<file path="src/rtl/light_pwm_if.sv">
// -----------------------------------------------------------------------------
// light_pwm_if -- control/drive bundle for light_pwm.
//
// Signals
//   inSel       [1:0]            light selection code (picks a C_MASKS entry)
//   inBright    [C_PWM_BITS-1:0] brightness, 0 = off, all-ones = 100 %
//   inBlink                      blink enable
//   inTest                       lamp-test request (acted on at its rising edge)
//   outLED      [3*C_LEDS-1:0]   registered RGB drive, LED k at [3k+2:3k]
//   outTestBusy                  high while the lamp test runs
//
// Modports
//   master -- the controller side, drives the inputs and observes the LEDs
//   slave  -- the light_pwm side
// -----------------------------------------------------------------------------
interface light_pwm_if #(
  parameter int C_LEDS     = 4,
  parameter int C_PWM_BITS = 8
);
  logic [1:0]            inSel;
  logic [C_PWM_BITS-1:0] inBright;
  logic                  inBlink;
  logic                  inTest;
  logic [3*C_LEDS-1:0]   outLED;
  logic                  outTestBusy;

  modport master (
    output inSel, inBright, inBlink, inTest,
    input  outLED, outTestBusy
  );

  modport slave (
    input  inSel, inBright, inBlink, inTest,
    output outLED, outTestBusy
  );
endinterface

</file>
<file path="src/rtl/light_pwm.sv">
// -----------------------------------------------------------------------------
// light_pwm -- RGB indicator driver with PWM dimming, blinking and lamp test.
//
// Ports
//   clk   master clock
//   rstb  asynchronous active-low reset
//   bus   light_pwm_if.slave: inSel, inBright, inBlink, inTest in;
//         outLED, outTestBusy out (both registered)
//
// Behaviour
//   A free-running PWM counter runs over 0..2^C_PWM_BITS-2. inBright is
//   captured only when the counter wraps, so a period is never disturbed.
//   Each LED shows its C_COLORS triplet when enabled by the mask selected by
//   the registered inSel, gated by PWM and (when blinking) by the blink phase.
//   The blink phase toggles every T = C_CLK_FRQ/1000*C_BLINK_MS cycles.
//
// Optional lamp test (macro LIGHT_PWM_LAMPTEST_EN)
//   A rising edge of inTest lights LED C_LEDS-1 down to LED 0 in white at full
//   brightness for T cycles each, then normal operation resumes. Without the
//   macro, inTest is ignored and outTestBusy is constant 0.
// -----------------------------------------------------------------------------
module light_pwm #(
  parameter int                  C_LEDS     = 4,
  parameter int                  C_PWM_BITS = 8,
  parameter int                  C_CLK_FRQ  = 100000000,
  parameter int                  C_BLINK_MS = 500,
  parameter logic [3*C_LEDS-1:0] C_COLORS   = {3'b100, 3'b010, 3'b110, 3'b111},
  parameter logic [4*C_LEDS-1:0] C_MASKS    = {4'b1000, 4'b0100, 4'b0010, 4'b1001}
) (
  input  logic        clk,
  input  logic        rstb,
  light_pwm_if.slave  bus
);

  localparam int LED_W   = 3 * C_LEDS;
  // Blink half-period / lamp-test step length in clock cycles (must be >= 2).
  localparam int T       = C_CLK_FRQ / 1000 * C_BLINK_MS;
  localparam int PRESC_W = $clog2(T);
  localparam logic [PRESC_W-1:0]    PRESC_LAST = PRESC_W'(T - 1);
  // Counter stops one short of all-ones so that all-ones brightness is 100 %.
  localparam logic [C_PWM_BITS-1:0] CNT_LAST   = {{(C_PWM_BITS-1){1'b1}}, 1'b0};

  logic [1:0]            sel_q, sel_d;
  logic [C_PWM_BITS-1:0] bright_q, bright_d;
  logic [C_PWM_BITS-1:0] cnt_q, cnt_d;
  logic [PRESC_W-1:0]    presc_q, presc_d;
  logic                  phase_q, phase_d;
  logic [LED_W-1:0]      led_q, led_d;
  logic                  busy_q, busy_d;

  logic [C_LEDS-1:0]     mask_sel;
  logic                  show;
  logic [LED_W-1:0]      normal_led;

  // ---------------------------------------------------------------------------
  // PWM, brightness capture, selection register and blink prescaler
  // ---------------------------------------------------------------------------
  always_comb begin
    sel_d    = bus.inSel;
    cnt_d    = (cnt_q == CNT_LAST) ? '0 : cnt_q + 1'b1;
    bright_d = (cnt_q == CNT_LAST) ? bus.inBright : bright_q;

    presc_d  = presc_q;
    phase_d  = phase_q;
    if (!bus.inBlink) begin
      // Held in the on phase so a new blink starts with a full on half-period.
      presc_d = '0;
      phase_d = 1'b1;
    end else if (presc_q == PRESC_LAST) begin
      presc_d = '0;
      phase_d = ~phase_q;
    end else begin
      presc_d = presc_q + 1'b1;
    end
  end

  // Mask table is stored with code 0 in the top slot.
  always_comb begin
    mask_sel = C_MASKS[(3 - int'(sel_q)) * C_LEDS +: C_LEDS];
  end

  assign show = (cnt_q < bright_q) & (phase_q | ~bus.inBlink);

  generate
    for (genvar gi = 0; gi < C_LEDS; gi++) begin : g_normal
      assign normal_led[3*gi +: 3] = (mask_sel[gi] & show) ? C_COLORS[3*gi +: 3] : 3'b000;
    end
  endgenerate

`ifdef LIGHT_PWM_LAMPTEST_EN
  // ---------------------------------------------------------------------------
  // Lamp-test sequencer
  // ---------------------------------------------------------------------------
  localparam int STEP_W = (C_LEDS > 1) ? $clog2(C_LEDS) : 1;
  localparam logic [STEP_W-1:0] STEP_LAST = STEP_W'(C_LEDS - 1);

  typedef enum logic {
    ST_NORMAL,
    ST_TEST
  } state_t;

  state_t             state_q, state_d;
  logic               test_prev_q, test_prev_d;
  logic [STEP_W-1:0]  step_q, step_d;
  logic [PRESC_W-1:0] step_tmr_q, step_tmr_d;
  logic [LED_W-1:0]   test_led;

  always_comb begin
    state_d     = state_q;
    step_d      = step_q;
    step_tmr_d  = step_tmr_q;
    test_prev_d = bus.inTest;
    case (state_q)
      ST_NORMAL: begin
        if (bus.inTest && !test_prev_q) begin
          state_d    = ST_TEST;
          step_d     = '0;
          step_tmr_d = '0;
        end
      end
      ST_TEST: begin
        // Edges of inTest are deliberately not looked at here.
        if (step_tmr_q == PRESC_LAST) begin
          step_tmr_d = '0;
          if (step_q == STEP_LAST) begin
            state_d = ST_NORMAL;
          end else begin
            step_d = step_q + 1'b1;
          end
        end else begin
          step_tmr_d = step_tmr_q + 1'b1;
        end
      end
      default: state_d = ST_NORMAL;
    endcase
  end

  // Step 0 lights the highest-numbered LED.
  generate
    for (genvar gi = 0; gi < C_LEDS; gi++) begin : g_test
      assign test_led[3*gi +: 3] = (step_d == STEP_W'(C_LEDS - 1 - gi)) ? 3'b111 : 3'b000;
    end
  endgenerate

  // Outputs are decided from the next state so they line up with the state.
  always_comb begin
    if (state_d == ST_TEST) begin
      led_d  = test_led;
      busy_d = 1'b1;
    end else begin
      led_d  = normal_led;
      busy_d = 1'b0;
    end
  end
`else
  logic unused_in_test;
  assign unused_in_test = bus.inTest;

  always_comb begin
    led_d  = normal_led;
    busy_d = 1'b0;
  end
`endif

  // ---------------------------------------------------------------------------
  // State and registered outputs
  // ---------------------------------------------------------------------------
  always_ff @(posedge clk or negedge rstb) begin
    if (!rstb) begin
      sel_q       <= '0;
      bright_q    <= '0;
      cnt_q       <= '0;
      presc_q     <= '0;
      phase_q     <= 1'b1;
      led_q       <= '0;
      busy_q      <= 1'b0;
`ifdef LIGHT_PWM_LAMPTEST_EN
      state_q     <= ST_NORMAL;
      test_prev_q <= 1'b0;
      step_q      <= '0;
      step_tmr_q  <= '0;
`endif
    end else begin
      sel_q       <= sel_d;
      bright_q    <= bright_d;
      cnt_q       <= cnt_d;
      presc_q     <= presc_d;
      phase_q     <= phase_d;
      led_q       <= led_d;
      busy_q      <= busy_d;
`ifdef LIGHT_PWM_LAMPTEST_EN
      state_q     <= state_d;
      test_prev_q <= test_prev_d;
      step_q      <= step_d;
      step_tmr_q  <= step_tmr_d;
`endif
    end
  end

  assign bus.outLED      = led_q;
  assign bus.outTestBusy = busy_q;

endmodule

</file>
<file path="src/flat_wrapper.sv">
// flat-port wrapper written by rule: the top's interface ports become plain ports
module light_pwm_flat 
#(
  parameter int                  C_LEDS     = 4,
  parameter int                  C_PWM_BITS = 8,
  parameter int                  C_CLK_FRQ  = 100000000,
  parameter int                  C_BLINK_MS = 500,
  parameter logic [3*C_LEDS-1:0] C_COLORS   = {3'b100, 3'b010, 3'b110, 3'b111},
  parameter logic [4*C_LEDS-1:0] C_MASKS    = {4'b1000, 4'b0100, 4'b0010, 4'b1001}
)
  (clk, rstb, bus_inSel, bus_inBright, bus_inBlink, bus_inTest, bus_outLED, bus_outTestBusy);
  light_pwm_if #(.C_LEDS(C_LEDS), .C_PWM_BITS(C_PWM_BITS)) bus_i ();
  input  logic clk;
  input  logic rstb;
  input wire logic [$bits(bus_i.inSel)-1:0] bus_inSel;
  input wire logic [$bits(bus_i.inBright)-1:0] bus_inBright;
  input wire logic [$bits(bus_i.inBlink)-1:0] bus_inBlink;
  input wire logic [$bits(bus_i.inTest)-1:0] bus_inTest;
  output wire logic [$bits(bus_i.outLED)-1:0] bus_outLED;
  output wire logic [$bits(bus_i.outTestBusy)-1:0] bus_outTestBusy;
  assign bus_i.inSel = bus_inSel;
  assign bus_i.inBright = bus_inBright;
  assign bus_i.inBlink = bus_inBlink;
  assign bus_i.inTest = bus_inTest;
  assign bus_outLED = bus_i.outLED;
  assign bus_outTestBusy = bus_i.outTestBusy;
  light_pwm #(.C_LEDS(C_LEDS), .C_PWM_BITS(C_PWM_BITS), .C_CLK_FRQ(C_CLK_FRQ), .C_BLINK_MS(C_BLINK_MS), .C_COLORS(C_COLORS), .C_MASKS(C_MASKS)) u_core (.clk(clk), .rstb(rstb), .bus(bus_i));
endmodule
</file>
<file path="config.mk">
export PLATFORM = sky130hd
export DESIGN_NAME = light_pwm_flat
export DESIGN_NICKNAME = d
export VERILOG_FILES = /design/src/rtl/light_pwm_if.sv /design/src/rtl/light_pwm.sv /design/src/flat_wrapper.sv
export SDC_FILE = /design/constraint.sdc
export NUM_CORES = 1
export LEC_CHECK = 0
export BUFFER_PORTS_ARGS = -buffer_cell sky130_fd_sc_hd__clkbuf_2
export CAP_MARGIN = 10
export CELL_PAD_IN_SITES_DETAIL_PLACEMENT = 0
export CELL_PAD_IN_SITES_GLOBAL_PLACEMENT = 1
export CORE_MARGIN = 2
export CORE_UTILIZATION = 49
export DETAILED_ROUTE_END_ITERATION = 10
export PLACE_DENSITY_LB_ADDON = 0.1
export SYNTH_ARGS = -nofsm -noshare
export SYNTH_HDL_FRONTEND = slang
export SYNTH_SLANG_ARGS = --single-unit
export TNS_END_PERCENT = 1
</file>
<file path="constraint.sdc">
create_clock -name clk -period 6.4 [get_ports clk]
set_input_delay 0.64 -clock clk [delete_from_list [all_inputs] [get_ports clk]]
set_output_delay 0.64 -clock clk [all_outputs]
set_load 0.02 [all_outputs]
</file>
After elaboration in Yosys (flattened, before gate mapping)
Index checks and enable logic that the tools add are counted.

Register bits after elaboration: 57. Bits of input ports: 14. Logic and storage cells: 31.

Add/subtract/negate cells: 3. $lt $le $gt $ge: 1. Equality and inequality tests: 3. Shift-type cells: 1. Multiplexer cells: 9. Bitwise gates (word level): 8.

Operators by type and width (number): 26-bit two-way mux (2); 16-bit by 32-bit variable part select with 4-bit output, first input constant (1); 26-bit by 1-bit adder with 26-bit output, second input constant (1); 26-bit equality test, second input constant (1); 3-bit two-way mux (3); 8-bit by 1-bit adder with 8-bit output, second input constant (1); 8-bit equality test, second input constant (1); 8-bit less-than comparator (1); 8-bit two-way mux (1); 1-bit bitwise AND (5); 2-bit by 2-bit subtractor with 3-bit output, first input constant (1); 1-bit two-way mux (2); 2-bit two-way mux (1); 2-bit by 1-bit != test with 1-bit output, second input constant (1); 1-bit NOT (2); 1-bit OR (1).

Depth between registers and ports, before layout
Gate-level depths: netlist (run 1).

Depth in word-level cells: 5. Gate-level depth with buffers: 6.

Worst setup path after synthesis (run 1)
OpenSTA, ideal clock, no wires.

Kind: register -> register. Start: register u_core.presc_q[0]. End: register u_core.presc_q[20]. Library setup time: 0.077 ns. Arrival: 1.915 ns. Data required time: 6.323 ns. Setup slack: 4.408 ns. Cell stages (with the launch flop): 7. Path buffers: 1. Clock period less this slack: 1.992 ns. Cells stage by stage: dfrtp_1 ha_1 nand4_4 or3_1 buf_6 or4_1 a21oi_1.

Word-level cells in the longest chain between the ends: 3. Elaborated cells between the ends (all ways): 4. Those cells by class: 1 x add/sub; 1 x eq/ne; 2 x mux.

Ends and longest elaborated chain: start: declaration (RTL line light_pwm.sv:46) `logic [PRESC_W-1:0] presc_q, presc_d;`; start signal: assignment (RTL line light_pwm.sv:187) `presc_q <= presc_d;`; 26-bit by 1-bit adder with 26-bit output / 26-bit equality test (equally long branches) (RTL line light_pwm.sv:73, light_pwm.sv:69); 26-bit two-way mux (*) (RTL line light_pwm.sv:69) `end else if (presc_q == PRESC_LAST) begin`; 26-bit two-way mux (*) (RTL line light_pwm.sv:65) `if (!bus.inBlink) begin`; named net u_core.presc_d[20] (RTL line light_pwm.sv:46).

The timed path passes the listed nets; every way through them passes the cells marked *. A chain may end at the register's enable or synchronous reset.

Final worst setup path (run 1)
Ends and elaborated chain as after synthesis.

==> metrics.md, run 1 <==
| Metric | Value |
|---|---|
| Leakage power summed over all cells | `1.20 nW` |
| R2r startpoint | `u_core.presc_q[0]` |
| Netlist Area Pre-Place | `2570 um^2` |
| Buffer levels on the longest clock path | `2` |
| Crit path capture type | `register` |
| Residual overflow from global routing | `0` |
| Max IR drop VDD | `0.000126 V` |
| Nets | `299` |
| Most area-hungry cell type in the Yosys netlist | `dfrtp_1` |
| #FFs+latches synth | `49` |
| Post-synthesis cell count | `254` |
| Post-layout total power | `517 uW` |
| Post-synthesis average cell area | `10.1 um^2` |
| Setup Slack @ Placement | `4.21 ns` |
| Classification of the worst-slack hold path | `input port to async pin` |
| Total die area | `5840 um^2` |
| Sum Neg Setup Slack | `0 ns` |
| EDFF count, synth | `0` |
| TritonCTS clock tree | `built` |
| DRC violation total after the first TritonRoute iteration | `45` |
| Sequential cell area fraction in the yosys report | `47.8%` |
| Worst Max-Slew Pin Slew | `1.06 ns` |
| Commonest register cell after synthesis | `dfrtp_1` |
| CTS clk-pin slew, worst paths | `0.10 ns` |
| Total number of H-tree levels | `2` |
| Cts-stage hold buffer count | `0` |
| Setup repair after global routing missed its margin | `no` |
| Number of optimization iterations in the first detailed-route pass | `4` |
| Final period util | `34.9%` |
| Maximum fanout along the worst path | `9` |
| Diodes inserted | `0` |
| Detail Route Antenna Nets | `0` |
| Critical path required time | `6.62 ns` |
| Worst endpoint data arrival time | `2.46 ns` |
| Mean routed wirelength per cell | `12.9 um` |
| Leading cell types by total area after synthesis | `dfrtp_1 47%, ha_1 6.3%, nor2_1 4.1%` |
| Power per unit of standard cell area | `187 nW/um^2` |
| Total clock buffers created by CTS | `5` |
| Critical Path Source | `u_core.presc_q[0]` |
| Routability congestion estimate | `0.739` |
| Critical path class | `register to register` |
| Global-route total usage across every layer | `16.8%` |
| Detail Placement HPWL | `3.11 mm` |
| Via count of the first global-routing pass | `1,694` |
| Cell Rows | `26` |
| Asr flop ratio synth | `100%` |
| F_max | `0.448 GHz` |
| Clk_lat worst skew | `0.30 ns` |
| Number of different library cells in the post-synthesis netlist | `36` |
| First-pass GRT wire length | `8.00 mm` |
| Period minus WS final | `2.23 ns` |
| Number of DRC violations after detailed routing | `0` |
| Final-report setup violation count | `0` |
| Crit path setup slack, layout | `4.17 ns` |
| Effective utilization at floorplan | `50.6%` |
| Antenna violations before repair | `0` |
| Number of max-cap violations | `0` |
| Clk_skew | `0.00987 ns` |
| Area fraction of the dominant cell type after synthesis | `46.8%` |
| Max-slew headroom at the worst pin | `28.9%` |
| Total via count after detailed routing | `1,784` |
| Layout area overhead | `7.65%` |
| Buffers inserted by post-CTS timing repair | `0` |
| Startpoint kind of the worst setup timing path | `register` |
| Final hold violations | `0` |
| Detailed-route vias per instance | `5.20` |
| Number of cells upsized or downsized after cts | `0` |
| Clock Root Buffer | `clkbuf_8` |
| Largest net degree at the start of global routing | `50` |
| Routed Wire Length | `4.41 mm` |
| Vert. Die Dim | `76.4 um` |
| Ports | `27` |
| Count of pins over their slew limit | `0` |
| Buffers on Ports | `19` |
| Die Span X | `76.4 um` |
| Run status | `completed` |
| Fraction of layout instances using a drive strength above 1 | `16.5%` |
| Core Box Area | `5070 um^2` |
| CTS sink cnt | `49` |
| Total number of yosys warnings | `0` |
-- registers in the layout, summed over array words and instances (netlist names) --
signal / count
u_core.bright_q: 8
u_core.sel_q: 2
u_core.presc_q: 26
u_core.phase_q: 1
u_core.cnt_q: 8
u_core.bus.outLED: 4
-- logic make-up (layout without fill, tap and decap cells) --
group / Yosys count / in the layout / share of synthesized area, %
AO/OA/AOI/OAI: 33 / 33 / 7.45
XOR/XNOR: 19 / 19 / 6.48
adder cells (fa/ha/maj): 13 / 13 / 6.33
buffers and inverters: 29 / 43 / 6.23
flip-flops: 49 / 49 / 47.8
multiplexers: 9 / 9 / 3.90
other: 1 / 6 / 0.146
AND/OR/NAND/NOR: 101 / 101 / 21.7
-- layer usage --
metal	part of all wire (%)	vias up	track usage [%]
met5	0	-	0
met4	1.0	0	6.18
met3	3.2	4	3.20
met2	43	28	25.1
met1	52	832	24.3
li1	-	920	-
-- power breakdown --
part | total, mW | switching [mW] | internal (mW)
sequential | 0.314 | 0.00277 | 0.312
combinational | 0.0203 | 0.0146 | 0.00570
clock | 0.183 | 0.106 | 0.0768
-- through the flow --
stage,std cells,util (%),instance area (um^2),hold slack (ns)
6_report,343,54.5,2770,0.423
5_1_grt,343,54.5,2770,0.430
4_1_cts,343,54.5,2770,0.433
3_5_place_dp,335,52.7,2670,0.497
3_3_place_gp,335,52.7,2670,0.493
2_1_floorplan,259,-,2590,0.344
-- final timing paths --
check | slack [ns] | cells after the start | end
setup / recovery | 4.17 | 5 | u_core.presc_q[20]
hold / removal | 0.42 | 2 | u_core.presc_q[23]
setup reg to reg | 4.17 | 5 | u_core.presc_q[20]
hold reg to reg | 0.51 | 1 | u_core.bright_q[1]
max in group asynchronous | 5.56 | 2 | u_core.presc_q[9]
min in group clk | 0.44 | 1 | u_core.sel_q[1]
-- cells in the mapped netlist (all sizes together), types with 7 or more instances --
master / n
dfrtp: 48
nor2: 28
a21oi: 18
nand3: 17
inv: 15
ha: 13
nand2: 12
xnor2: 12
buf: 10
mux2: 8
nand4: 8
o31ai: 8
or4: 7
xor2: 7
-- worst max-delay path, stage by stage (launching register included) --
cell	delay, ns
dfrtp_1	0.42
ha_1	0.30
nand4_4	0.18
or3_1	0.55
or4_1	0.54
a21oi_1	0.16
-- final cells by class --
class,instances,area (um^2)
flip-flops and latches,49,1230
clock buffers,5,68.8
clock inverters,3,22.5
repair buffers,20,103
inverters,15,56.3
fillers,482,2310
well taps,70,87.6
multi-input cells,181,1200
-- placed cells by master (no fill, tap or decap), types with 4 or more instances in the layout --
cell	netlist	final
a21oi_1	18	18
and4_1	4	4
clkbuf_2	0	19
clkbuf_8	1	5
conb_1	1	6
dfrtp_1	48	48
ha_1	13	13
inv_1	15	15
mux2_2	8	8
nand2_1	12	12
nand3_1	17	17
nand4_1	7	7
nor2_1	28	28
nor4_1	4	4
o21ai_0	5	5
o31ai_1	8	8
or3_1	6	6
or4_1	7	7
xnor2_1	12	12
xor2_1	7	7
Power figures use the tool's default switching activity.
==> inputs of run 2 (changes only) <==
--- a/config.mk
+++ b/config.mk
@@ -10,7 +10,7 @@
 export CELL_PAD_IN_SITES_DETAIL_PLACEMENT = 0
 export CELL_PAD_IN_SITES_GLOBAL_PLACEMENT = 1
 export CORE_MARGIN = 2
-export CORE_UTILIZATION = 49
+export CORE_UTILIZATION = 46
 export DETAILED_ROUTE_END_ITERATION = 10
 export PLACE_DENSITY_LB_ADDON = 0.1
 export SYNTH_ARGS = -nofsm -noshare
==> constraint.sdc (replaced) <==
create_clock -name clk -period 2.1 [get_ports clk]
set_input_delay 0.21 -clock clk [delete_from_list [all_inputs] [get_ports clk]]
set_output_delay 0.21 -clock clk [all_outputs]
set_load 0.02 [all_outputs]
==> metrics.md, run 2 (synthesized netlist as in run 1, its figures left out) <==
| Metric | Value |
|---|---|
| First-pass GRT wire length | `8.18 mm` |
| Max-slew headroom at the worst pin | `58.4%` |
| Maximum fanout along the worst path | `8` |
| Routed Wire Length | `4.65 mm` |
| Total die area | `6200 um^2` |
| Multi-input gate area | `1200 um^2` |
| Sum Neg Setup Slack | `0 ns` |
| Total via count after detailed routing | `1,843` |
| Max IR drop VDD | `0.000348 V` |
| Final hold violations | `3` |
| Worst endpoint data arrival time | `2.22 ns` |
| Vert. Die Dim | `78.7 um` |
| Ports | `27` |
| Mean routed wirelength per cell | `12.9 um` |
| Clock Root Buffer | `clkbuf_8` |
| Number of max-cap violations | `0` |
| Final period util | `94.6%` |
| Nets | `314` |
| Critical path class | `register to register` |
| Number of fillers in the final layout | `524` |
| Number of optimization iterations in the first detailed-route pass | `4` |
| Antenna violations before repair | `0` |
| Worst Max-Slew Pin Slew | `0.623 ns` |
| Detail Placement HPWL | `3.31 mm` |
| F_max | `0.504 GHz` |
| Clock share of power | `35.7%` |
| Count of pins over their slew limit | `0` |
| Registers with the highest flip-flop counts | `u_core.presc_q: 26 flops, u_core.bright_q: 8 flops, u_core.cnt_q: 8 flops` |
| Max reg flops | `26` |
| Core Box Area | `5440 um^2` |
| Die Span X | `78.7 um` |
| Fraction of layout instances using a drive strength above 1 | `20.5%` |
| Via count of the first global-routing pass | `1,721` |
| Total clock buffers created by CTS | `5` |
| Routability congestion estimate | `0.762` |
| Layout area overhead | `12.5%` |
| Crit path setup slack, layout | `0.114 ns` |
| CTS clk-pin slew, worst paths | `0.09 ns` |
| Clk_skew | `0.0122 ns` |
| Register Area | `1230 um^2` |
| Final-report setup violation count | `0` |
| Global-route track usage on met2 | `24.2%` |
| Register ranked first by flip-flop count | `u_core.presc_q` |
| Detailed-route vias per instance | `5.12` |
| Net Sw Frac | `24.2%` |
| Cell Rows | `27` |
| Buffer levels on the longest clock path | `2` |
| Met1 GRT Util | `24.9%` |
| Layer with the highest usage | `met1` |
| Critical path required time | `2.33 ns` |
| Buffers on Ports | `19` |
| Setup repair after global routing missed its margin | `no` |
| Classification of the worst-slack hold path | `input port to async pin` |
| Clk_lat worst skew | `0.31 ns` |
| CTS sink cnt | `49` |
| Global-route met3 utilization | `3.86%` |
| Residual overflow from global routing | `0` |
| Commonest cells after routing, fill and taps aside | `48 x dfrtp_1, 28 x nor2_1, 19 x clkbuf_2, 18 x a21oi_1, 17 x nand3_1` |
| Detail Route Antenna Nets | `0` |
| Effective utilization at floorplan | `47.2%` |
| Violated checks | `negative hold slack` |
| Largest net degree at the start of global routing | `50` |
| Total number of H-tree levels | `2` |
| Run status | `finished with violations` |
| Leakage power summed over all cells | `1.28 nW` |
| DRC violation total after the first TritonRoute iteration | `63` |
| Int Power | `1.21 mW` |
| Startpoint kind of the worst setup timing path | `register` |
| Period minus WS final | `1.99 ns` |
| Most common library cell in the layout ignoring fill and taps | `dfrtp_1` |
| TritonCTS clock tree | `built` |
| Number of DRC violations after detailed routing | `0` |
| Power share of the combinational group | `4.4%` |
| Crit path capture type | `register` |
| Net switching power of the design | `386 uW` |
| Setup Slack @ Placement | `0.0480 ns` |
| Global-route total usage across every layer | `16.9%` |
| Diodes inserted | `0` |
| Worst Hold Margin | `-0.00637 ns` |
| Power per unit of standard cell area | `552 nW/um^2` |
| Part of the power in registers | `60.0%` |
## run 2: power by group through the flow
stage | logic (mW) | registers, mW | clock network, mW
2_1_floorplan | 0.0377 | 0.975 | 0
3_3_place_gp | 0.0694 | 0.975 | 0
3_5_place_dp | 0.0689 | 0.975 | 0
4_1_cts | 0.0720 | 0.957 | 0.602
5_1_grt | 0.0812 | 0.958 | 0.633
6_report | 0.0696 | 0.957 | 0.569
## run 2: final cells by class
cell class	count	share of cell area, %
inverter	15	1.95
timing repair buffer	35	7.62
tap	72	3.12
clock buffer	5	2.38
sequential	49	42.5
clock inverter	3	0.779
multi-input combinational	181	41.7
## run 2: final timing paths
path	startpoint	endpoint	slack [ns]	cells past startpoint
setup / recovery	u_core.presc_q[1]	u_core.presc_q[22]	0.11	5
hold / removal	rstb	u_core.presc_q[21]	-0.006	2
setup reg to reg	u_core.presc_q[1]	u_core.presc_q[22]	0.11	5
hold reg to reg	u_core.bright_q[1]	u_core.bright_q[1]	0.51	1
max in group asynchronous	rstb	u_core.presc_q[4]	1.68	2
min in group clk	bus_inBright[0]	u_core.bright_q[0]	0.13	2
## run 2: routing by layer
layer / share of wire, % / up-vias / wire [um]
met4: 0.58 / 0 / 27
met5: 0 / - / 0
met1: 53 / 872 / 2460
met3: 3.0 / 2 / 140
met2: 43 / 25 / 2020
li1: - / 944 / -
## run 2: stage by stage
stage / instance area, um^2 / std cells / utilization [%] / power [mW] / hold WS [ns]
floorplan: 2590 / 259 / - / 1.01 / -0.0856
global placement: 2770 / 350 / 51.0 / 1.04 / 0.321
detailed placement: 2770 / 350 / 51.0 / 1.04 / 0.321
CTS: 2890 / 360 / 53.0 / 1.63 / 0.0142
global route: 2890 / 360 / 53.1 / 1.67 / 0.0492
finish: 2890 / 360 / 53.1 / 1.60 / -0.00637
## run 2: repair_timing
item,in CTS,in global routing
resized for setup,0,1
buffers inserted,0,0
hold buffers,2,0
setup endpoints to repair,0,4
endpoints found under the hold margin,2,0
## run 2: critical path, cell delays in order, from the launching register on
cell	delay, ns
dfrtp_1	0.40
ha_1	0.27
nand4_4	0.12
or3_4	0.45
or4_1	0.52
a21oi_1	0.16
